===== src/rtl/alu_pkg.sv =====
// Shared opcode encodings, widths and flag layout for the ALU execute stage.
package alu_pkg;

  localparam int WIDTH_DEF = 64;
  localparam int OPW_DEF   = 3;

  localparam logic [2:0] OP_ADD     = 3'd0;
  localparam logic [2:0] OP_SUB     = 3'd1;
  localparam logic [2:0] OP_AND     = 3'd2;
  localparam logic [2:0] OP_OR      = 3'd3;
  localparam logic [2:0] OP_XOR     = 3'd4;
  localparam logic [2:0] OP_SLT     = 3'd5;
  localparam logic [2:0] OP_SLTU    = 3'd6;
  localparam logic [2:0] OP_ILLEGAL = 3'd7;

  localparam int FLAG_ZERO    = 0;
  localparam int FLAG_CARRY   = 1;
  localparam int FLAG_OVF     = 2;
  localparam int FLAG_ILLEGAL = 3;
  localparam int NFLAGS       = 4;

  typedef logic [NFLAGS-1:0] flags_t;

endpackage


===== src/rtl/alu_exec_core.sv =====
// Combinational ALU datapath: op, a, b -> result plus zero/carry/overflow/illegal flags.
module alu_exec_core
  import alu_pkg::*;
#(
  parameter int WIDTH = WIDTH_DEF,
  parameter int OPW   = OPW_DEF
) (
  input  logic [OPW-1:0]   op,
  input  logic [WIDTH-1:0] a,
  input  logic [WIDTH-1:0] b,
  output logic [WIDTH-1:0] result,
  output flags_t           flags
);

  logic             is_sub;
  logic [WIDTH-1:0] b_eff;
  logic [WIDTH:0]   sum;
  logic             slt_lt;
  logic             carry;
  logic             ovf;
  logic             illegal;

  // ADD and SUB share one adder; SUB is A + ~B + 1 so bit WIDTH is the no-borrow flag.
  assign is_sub = (op == OP_SUB);
  assign b_eff  = is_sub ? ~b : b;
  assign sum    = {1'b0, a} + {1'b0, b_eff} + {{WIDTH{1'b0}}, is_sub};

  slt u_slt (
    .a  (a),
    .b  (b),
    .lt (slt_lt)
  );

  always_comb begin
    // NOTE: every output gets a default before the case so no path leaves one unassigned (no latch).
    result  = '0;
    carry   = 1'b0;
    ovf     = 1'b0;
    illegal = 1'b0;
    case (op)
      OP_ADD: begin
        result = sum[WIDTH-1:0];
        carry  = sum[WIDTH];
        ovf    = (a[WIDTH-1] == b[WIDTH-1]) && (sum[WIDTH-1] != a[WIDTH-1]);
      end
      OP_SUB: begin
        result = sum[WIDTH-1:0];
        carry  = sum[WIDTH];
        ovf    = (a[WIDTH-1] != b[WIDTH-1]) && (sum[WIDTH-1] != a[WIDTH-1]);
      end
      OP_AND:  result = a & b;
      OP_OR:   result = a | b;
      OP_XOR:  result = a ^ b;
      OP_SLT:  result = {{(WIDTH-1){1'b0}}, slt_lt};
      OP_SLTU: result = {{(WIDTH-1){1'b0}}, (a < b)};
      default: illegal = 1'b1;
    endcase
  end

  always_comb begin
    flags               = '0;
    flags[FLAG_ZERO]    = (result == '0);
    flags[FLAG_CARRY]   = carry;
    flags[FLAG_OVF]     = ovf;
    flags[FLAG_ILLEGAL] = illegal;
  end

endmodule


===== src/rtl/slt.sv =====
// Signed set-less-than unit: lt = (a < b) with both operands as two's complement.
module slt (
  input  logic [63:0] a,
  input  logic [63:0] b,
  output logic        lt
);

  assign lt = ($signed(a) < $signed(b));

endmodule


===== src/rtl/alu_exec_pipe.sv =====
// Two-stage valid/ready ALU execute pipe: S1 holds the operands, S2 holds the registered result.
module alu_exec_pipe
  import alu_pkg::*;
#(
  parameter int WIDTH = WIDTH_DEF,  // only 64 is supported: the slt unit is fixed at 64 bits
  parameter int OPW   = OPW_DEF
) (
  input  logic             clk,
  input  logic             rst_n,
  input  logic             in_valid,
  output logic             in_ready,
  input  logic [OPW-1:0]   in_op,
  input  logic [WIDTH-1:0] in_a,
  input  logic [WIDTH-1:0] in_b,
  output logic             out_valid,
  input  logic             out_ready,
  output logic [WIDTH-1:0] out_result,
  output logic             out_zero,
  output logic             out_carry,
  output logic             out_ovf,
  output logic             out_illegal
);

  logic             s1_valid;
  logic [OPW-1:0]   s1_op;
  logic [WIDTH-1:0] s1_a;
  logic [WIDTH-1:0] s1_b;

  logic             s2_free;
  logic             accept;
  logic             advance;

  logic [WIDTH-1:0] core_result;
  flags_t           core_flags;

  // S2 can take a new op when empty or when its current result leaves this cycle.
  assign s2_free  = !out_valid || out_ready;
  assign in_ready = !s1_valid || s2_free;
  assign accept   = in_valid && in_ready;
  assign advance  = s1_valid && s2_free;

  alu_exec_core #(
    .WIDTH (WIDTH),
    .OPW   (OPW)
  ) u_core (
    .op     (s1_op),
    .a      (s1_a),
    .b      (s1_b),
    .result (core_result),
    .flags  (core_flags)
  );

  // NOTE: data registers are reset too, so outputs are deterministic straight out of reset.
  always_ff @(posedge clk or negedge rst_n) begin
    if (!rst_n) begin
      // NOTE: sequential state uses non-blocking assignments so all registers update together.
      s1_valid <= 1'b0;
      s1_op    <= '0;
      s1_a     <= '0;
      s1_b     <= '0;
    end else if (accept) begin
      s1_valid <= 1'b1;
      s1_op    <= in_op;
      s1_a     <= in_a;
      s1_b     <= in_b;
    end else if (advance) begin
      s1_valid <= 1'b0;
    end
  end

  // S2 drives the outputs directly, so they stay stable while backpressured.
  always_ff @(posedge clk or negedge rst_n) begin
    if (!rst_n) begin
      out_valid   <= 1'b0;
      out_result  <= '0;
      out_zero    <= 1'b0;
      out_carry   <= 1'b0;
      out_ovf     <= 1'b0;
      out_illegal <= 1'b0;
    end else if (advance) begin
      out_valid   <= 1'b1;
      out_result  <= core_result;
      out_zero    <= core_flags[FLAG_ZERO];
      out_carry   <= core_flags[FLAG_CARRY];
      out_ovf     <= core_flags[FLAG_OVF];
      out_illegal <= core_flags[FLAG_ILLEGAL];
    end else if (out_ready) begin
      out_valid   <= 1'b0;
    end
  end

endmodule


===== config.mk =====
export PLATFORM = sky130hd
export DESIGN_NAME = alu_exec_pipe
export DESIGN_NICKNAME = d
export VERILOG_FILES = /design/src/rtl/alu_pkg.sv /design/src/rtl/alu_exec_core.sv /design/src/rtl/slt.sv /design/src/rtl/alu_exec_pipe.sv
export SDC_FILE = /design/constraint.sdc
export NUM_CORES = 1
export LEC_CHECK = 0
export BUFFER_PORTS_ARGS = -buffer_cell sky130_fd_sc_hd__buf_2
export CORE_ASPECT_RATIO = 2
export CORE_MARGIN = 2
export CORE_UTILIZATION = 55
export CTS_CLUSTER_DIAMETER = 120
export CTS_CLUSTER_SIZE = 16
export DETAILED_ROUTE_END_ITERATION = 12
export PLACE_DENSITY_LB_ADDON = 0.1
export SYNTH_ARGS = -nofsm -noshare
export SYNTH_HDL_FRONTEND = slang
export SYNTH_SLANG_ARGS = --single-unit

===== constraint.sdc =====
create_clock -name clk -period 9.4 [get_ports clk]
set_clock_uncertainty 0.2 [all_clocks]
set_input_delay 0.47 -clock clk [delete_from_list [all_inputs] [get_ports clk]]
set_output_delay 0.47 -clock clk [all_outputs]
set_load 0.02 [all_outputs]

==> flow_summary.yaml, run 1 <==
grt:
  grt_max_degree: 79
  grt_pass1_wl_um: 93400
  antenna_found_initial: 2
  grt_use_total: 0.372
  overflow: 0
  grt_pass1_vias: 16900
synthesis:
  synth-edff-count: 0
  synth.avg_cell_area_sq_um: 9.16
  syn-cell-area_sq_um: 17500
  synth.area.mux_share: 0.110
  synthAdderAreaFrac: 0.188
  synth_warnings: 0
  ys.flop_type: "dfrtp_1"
  synth_seq_cells: 201
  yosys-top-cells-area: "dfrtp_1, ha_1, mux2_2, xnor2_1, a21oi_1"
  syn_inst: 1912
  synth_xor_area_frac: 0.0605
  synth_top_family_by_area: "adder cells"
  yosysTopAreaCell: "dfrtp_1"
  ys_seq_area_frac: 0.287
  synthArstFlopShare: 1.00
  synth-simple-area-share: 0.112
  synth_compound_gate_area_share: 0.180
  synth.top_cell.area_share: 0.287
  ys_types: 87
  synth_nets: 2309
clock_network:
  insertion_delay_ns: 0.52
  clkTransAtPathRegs_ns: 0.08
  clock_path_buffers: 3
  numCtsBuffers: 16
  cts.hold.buffers_added: 129
  cts-resized-gates: 0
  htreeDepth: 1
  cts_tree: "done"
  cts_setup_buffers: 0
  cts_sinks: 201
  cts_root_buffer: "clkbuf_16"
power_and_ir_drop:
  power.density_nw_per_um2: 233
  leakage_nw: 9.55
  ir_worst_vdd_uv: 204
final_layout:
  final_area_sq_um: 20500
  area_growth_pct: 16.8
  final_cell_mix: "ha_1, buf_2, dfrtp_1"
  layout-drive-gt1-share: 0.199
  nets: 2566
  fillCellCount: 2631
  layout_commonest_cell: "ha_1"
routing:
  wl_per_cell_um: 23.8
  remaining_drc_errors: 0
  dr.pass1.iters: 8
  drt-initial-drc-count: 930
  viasPerCell: 6.06
  vias: 15700
  wirelength_um: 61700
  ant_nets: 0
floorplan:
  rows: 92
  die_area_sq_um: 33400
  coreArea_sq_um: 31400
  fp.dieH_um: 256
  io_pins: 205
  die_x_um: 130
  start_util: 0.557
worst_setup_path:
  r2r_cells: 16
  worstSetupEndpoint: "out_zero"
  crit_path_end_kind: "flop"
  slowest_stage: "dfrtp_4"
  cp_data_arrival_time_ns: 6.98
  worstPathMaxFanout: 65
  r2r_end: "out_zero"
  critPathTopFamily: "simple AND/OR/NAND/NOR gates"
  startpoint: "s1_op[0]"
  cp_common_cell: "nand4_1"
  cp_cell_sequence: "and2_4 > xnor2_1 > ha_1 > nand4_1 > or3_1 > or4_1 > nor2_1 > nor2_1 > xnor2_1 > a222oi_1 > nand4_1 > nor4_2 > nand4_1 > nor4_1 > nand4_1 > o41ai_2"
  start_kind: "flop"
  cp.required_ns: 9.63
  crit_buf_inv: 0
  reg2reg_slack_ns: 2.65
  reg2reg_from: "s1_op[0]"
  crit_type: "reg -> reg"
  cp.depth: 16
  cpPeakStageDelay_ns: 0.91
sta:
  timing.final.crit_period_ns: 6.75
  final_max_slew_viol_count: 0
  rsz0062_at_grt: "false"
  max_freq_mhz: 148
  hold_violations: 0
  worstMarginPinSlew_ns: 1.35
  fin_crit_sh: 0.718
  finalSetupViolCount: 0
  fin_setup_tns_ns: 0
  slew_headroom: 0.0950
placement:
  place_area_sq_um: 18700
  place_congestion: 1.03
  port_buffers: 204
  hpwl_um: 47500
worst_hold_path:
  hp-class: "in -> reg"
job:
  maxCapViolations: 0
status:
  status: "finished, final reports clean"
[Yosys cell counts, types with 20 or more instances]
cell,number
a211oi_1,32
a21o_1,24
a21oi_1,155
a222oi_1,23
buf_2,22
clkbuf_1,59
dfrtp_1,201
ha_1,261
inv_1,168
mux2_2,155
nand2_1,126
nand4_1,35
nor2_1,108
nor3_1,20
o21ai_0,103
o21ai_1,22
xnor2_1,101
xor2_1,20
[where the power goes]
part | switching, mW | internal (mW) | total (mW) | leakage [nW]
clock network | 0.327 | 0.324 | 0.651 | 0.215
registers | 0.227 | 1.07 | 1.30 | 2.42
logic | 1.77 | 1.04 | 2.81 | 6.91
[state kept, by name, summed over array words and instances (netlist names), 3 cells and up]
register,count
s1_b,64
s1_a,64
s1_op,3
out_result,64
[layout make-up]
type | count | area (sq um) | area share
diodes | 4 | 10.0 | 0.000489
clock buffers | 18 | 429 | 0.0210
multi-input cells | 1438 | 11400 | 0.558
flip-flops and latches | 201 | 5030 | 0.246
well taps | 423 | 529 | 0.0259
inverters | 168 | 631 | 0.0308
repair buffers | 344 | 2400 | 0.117
clock inverters | 1 | 8.76 | 0.000428
[cells by family after synthesis]
group,after synthesis
adder cells (fa/ha/maj),262
buffers and inverters,273
XOR/XNOR,121
AND/OR/NAND/NOR,401
multiplexers,173
AO/OA/AOI/OAI,481
flip-flops,201
[through the flow]
| stage | worst slack (ns) | utilization | instances | power, mW | hold WS (ns) |
|---|---|---|---|---|---|
| 3_3_place_gp | 2.83 | 0.595 | 2445 | 3.99 | 0.260 |
| 5_1_grt | 2.40 | 0.651 | 2594 | 5.04 | 0.0107 |
| 6_report | 2.65 | 0.651 | 2597 | 4.76 | 0.0128 |
| 2_1_floorplan | 3.55 | - | 1912 | 3.10 | -0.0256 |
| 3_5_place_dp | 2.73 | 0.595 | 2445 | 4.02 | 0.265 |
| 4_1_cts | 2.73 | 0.650 | 2593 | 4.72 | 0.00164 |
[worst min-delay path by stage]
stage	startpoint	endpoint	slack, ns	depth (start not counted)
after CTS	in_b[54]	s1_b[54]	0.002	2
after global routing	in_b[50]	s1_b[50]	0.01	2
after global placement	out_result[40]	out_result[40]	0.26	2
after floorplan	rst_n	out_carry	-0.03	0
final	in_b[34]	s1_b[34]	0.01	2
after detailed placement	out_result[47]	out_result[47]	0.26	2
[routing by layer]
metal | GRT usage | part of all wire | wire [um] | up-vias
met4 | 0.328 | 0.11 | 6660 | 0
li1 | - | - | - | 7262
met1 | 0.318 | 0.30 | 18600 | 7601
met3 | 0.0584 | 0.044 | 2740 | 303
met2 | 0.707 | 0.55 | 33700 | 571
met5 | 0 | 0 | 0 | -
[worst register-to-register path, cell delays in order (launching register included)]
cell and delay, ns:
dfrtp_4 0.91, and2_4 0.75, xnor2_1 0.20, ha_1 0.48, nand4_1 0.18, or3_1 0.40, or4_1 0.48, nor2_1 0.25
nor2_1 0.20, xnor2_1 0.16, a222oi_1 0.70, nand4_1 0.32, nor4_2 0.49, nand4_1 0.21, nor4_1 0.25, nand4_1 0.23
o41ai_2 0.25
(Power assumes the default switching activity.)
==> inputs of run 2 (changes only) <==
clock period = 6.15 ns   (was 9.4 ns; I/O delays follow)
==> run 2 against run 1 <==
Net effect: critical path depth increased by 2; count of clock-buffer cells in the layout unchanged; global-route usage is 0.23 points lower; non-clock buffer count grew 30; cell area rose by 1.4%; sequential power is 48% higher; die area unchanged; flip-flop and latch count unchanged; clock power rose by 51%; first-iteration DRC count decreased by 18%; via count is 0.21% higher; core utilization up 0.90 points; critical path type unchanged.
==> flow_summary.yaml, run 2 (same netlist as run 1, synthesis figures left out) <==
grt:
  grt_pass1_vias: 16900
  grt_use_total: 0.370
  grt_pass1_wl_um: 93200
  grt_max_degree: 132
  antenna_found_initial: 0
  overflow: 0
final_layout:
  layout-drive-gt1-share: 0.207
  area_growth_pct: 18.4
  nets: 2596
  final_util: 0.660
  largestRegisters: "out_result: 64 flops, s1_a: 64 flops, s1_b: 64 flops"
  layout_commonest_cell: "ha_1"
  fillCellCount: 2664
  fin_cells: 2624
  final_cell_mix: "ha_1, buf_2, dfrtp_1"
routing:
  wirelength_um: 61300
  dr.pass1.iters: 10
  wl_per_cell_um: 23.4
  remaining_drc_errors: 0
  ant_nets: 0
  viasPerCell: 6.01
  drt-initial-drc-count: 766
  vias: 15800
placement:
  placed_cells: 2469
  place_congestion: 1.04
  port_buffers: 204
  post-place-ws_ns: 0.272
  hpwl_um: 46800
clock_network:
  cts_tree: "done"
  cts_setup_buffers: 0
  htreeDepth: 1
  clkTransAtPathRegs_ns: 0.08
  cts_sinks: 201
  clock_path_buffers: 3
  insertion_delay_ns: 0.52
  numCtsBuffers: 16
  cts_root_buffer: "clkbuf_16"
worst_setup_path:
  worstPathMaxFanout: 23
  reg2reg_from: "s1_op[1]"
  cp_data_arrival_time_ns: 6.01
  crit_type: "reg -> reg"
  r2r_end: "out_zero"
  cp.required_ns: 6.37
  r2r_cells: 18
  crit_path_end_kind: "flop"
  start_kind: "flop"
  reg2reg_slack_ns: 0.36
sta:
  fin_setup_tns_ns: 0
  max_freq_mhz: 173
  setup_ws_ns: 0.355
  timing.final.crit_period_ns: 5.79
  slew_headroom: 0.165
  hold_violations: 0
  worstMarginPinSlew_ns: 1.24
  finalSetupViolCount: 0
  final_max_slew_viol_count: 0
  fin_crit_sh: 0.942
  rsz0062_at_grt: "false"
power_and_ir_drop:
  power.density_nw_per_um2: 355
  ir_worst_vdd_uv: 320
  leakage_nw: 9.71
floorplan:
  rows: 92
  die_x_um: 130
  fp.dieH_um: 256
  io_pins: 205
  start_util: 0.557
  coreArea_sq_um: 31400
  die_area_sq_um: 33400
worst_hold_path:
  hp-class: "in -> async"
job:
  maxCapViolations: 0
status:
  status: "finished, final reports clean"
-- run 2: changes by cell type in the layout (fill, tap and decap cells not counted), moves of 3 or more --
cell,delta
buf_4,+20
dlygate4sd3_1,+6
buf_12,+4
diode_2,-3
-- run 2: repair_timing --
action	in CTS	in global routing
gates resized for setup	0	2
hold endpoints to repair	233	0
hold buffers	135	0
endpoints found under the setup margin	0	1
-- run 2: layout make-up --
class,instances,area (sq um),share of cell area
diodes,1,2.50,0.000121
clock buffers,18,429,0.0207
clock inverters,1,8.76,0.000422
inverters,168,631,0.0304
multi-input cells,1438,11400,0.550
flip-flops and latches,201,5030,0.243
well taps,423,529,0.0255
repair buffers,374,2690,0.130
-- run 2: routing by layer --
metal	vias up	track usage	wire length, um
met1	7614	0.321	18600
met3	284	0.0563	2890
met5	-	0	0
li1	7307	-	-
met4	0	0.302	6100
met2	565	0.709	33700
-- run 2: through the flow --
step                power [mW]  instance area [sq um]  hold slack [ns]
floorplan                 4.74                  17500           -0.188
global placement          6.19                  18900            0.228
detailed placement        6.22                  18900            0.237
CTS                       7.30                  20700            0.278
global route              7.80                  20700            0.317
finish                    7.36                  20700            0.216
-- run 2: how the worst max path moves through the flow --
stage                     startpoint       end  slack, ns  cells after the start
after floorplan             s1_op[0]  out_zero       0.30                     25
after global placement      s1_op[1]  out_zero       0.36                     18
after detailed placement    s1_op[1]  out_zero       0.27                     18
after CTS                   s1_op[1]  out_zero       0.21                     18
after global routing        s1_op[1]  out_zero       0.18                     18
final                       s1_op[1]  out_zero       0.36                     18
-- run 2: critical path: stages (launching register included) --
cell      delay, ns
dfrtp_1        0.41
nor2_4         0.12
and2_4         0.36
buf_4          0.45
xnor2_1        0.21
ha_1           0.33
a21oi_1        0.35
o21ai_0        0.14
a21oi_1        0.14
o31ai_1        0.12
a21oi_1        0.33
and3_1         0.34
xnor2_1        0.12
a221oi_1       0.75
nand3_1        0.20
or3_1          0.36
nor4_1         0.33
nand4_1        0.17
o41ai_2        0.23
-- run 2: report_power, final --
group | internal (mW) | leakage [nW] | switching, mW
Sequential | 1.64 | 2.42 | 0.295
Clock | 0.495 | 0.215 | 0.488
Combinational | 1.67 | 7.07 | 2.77
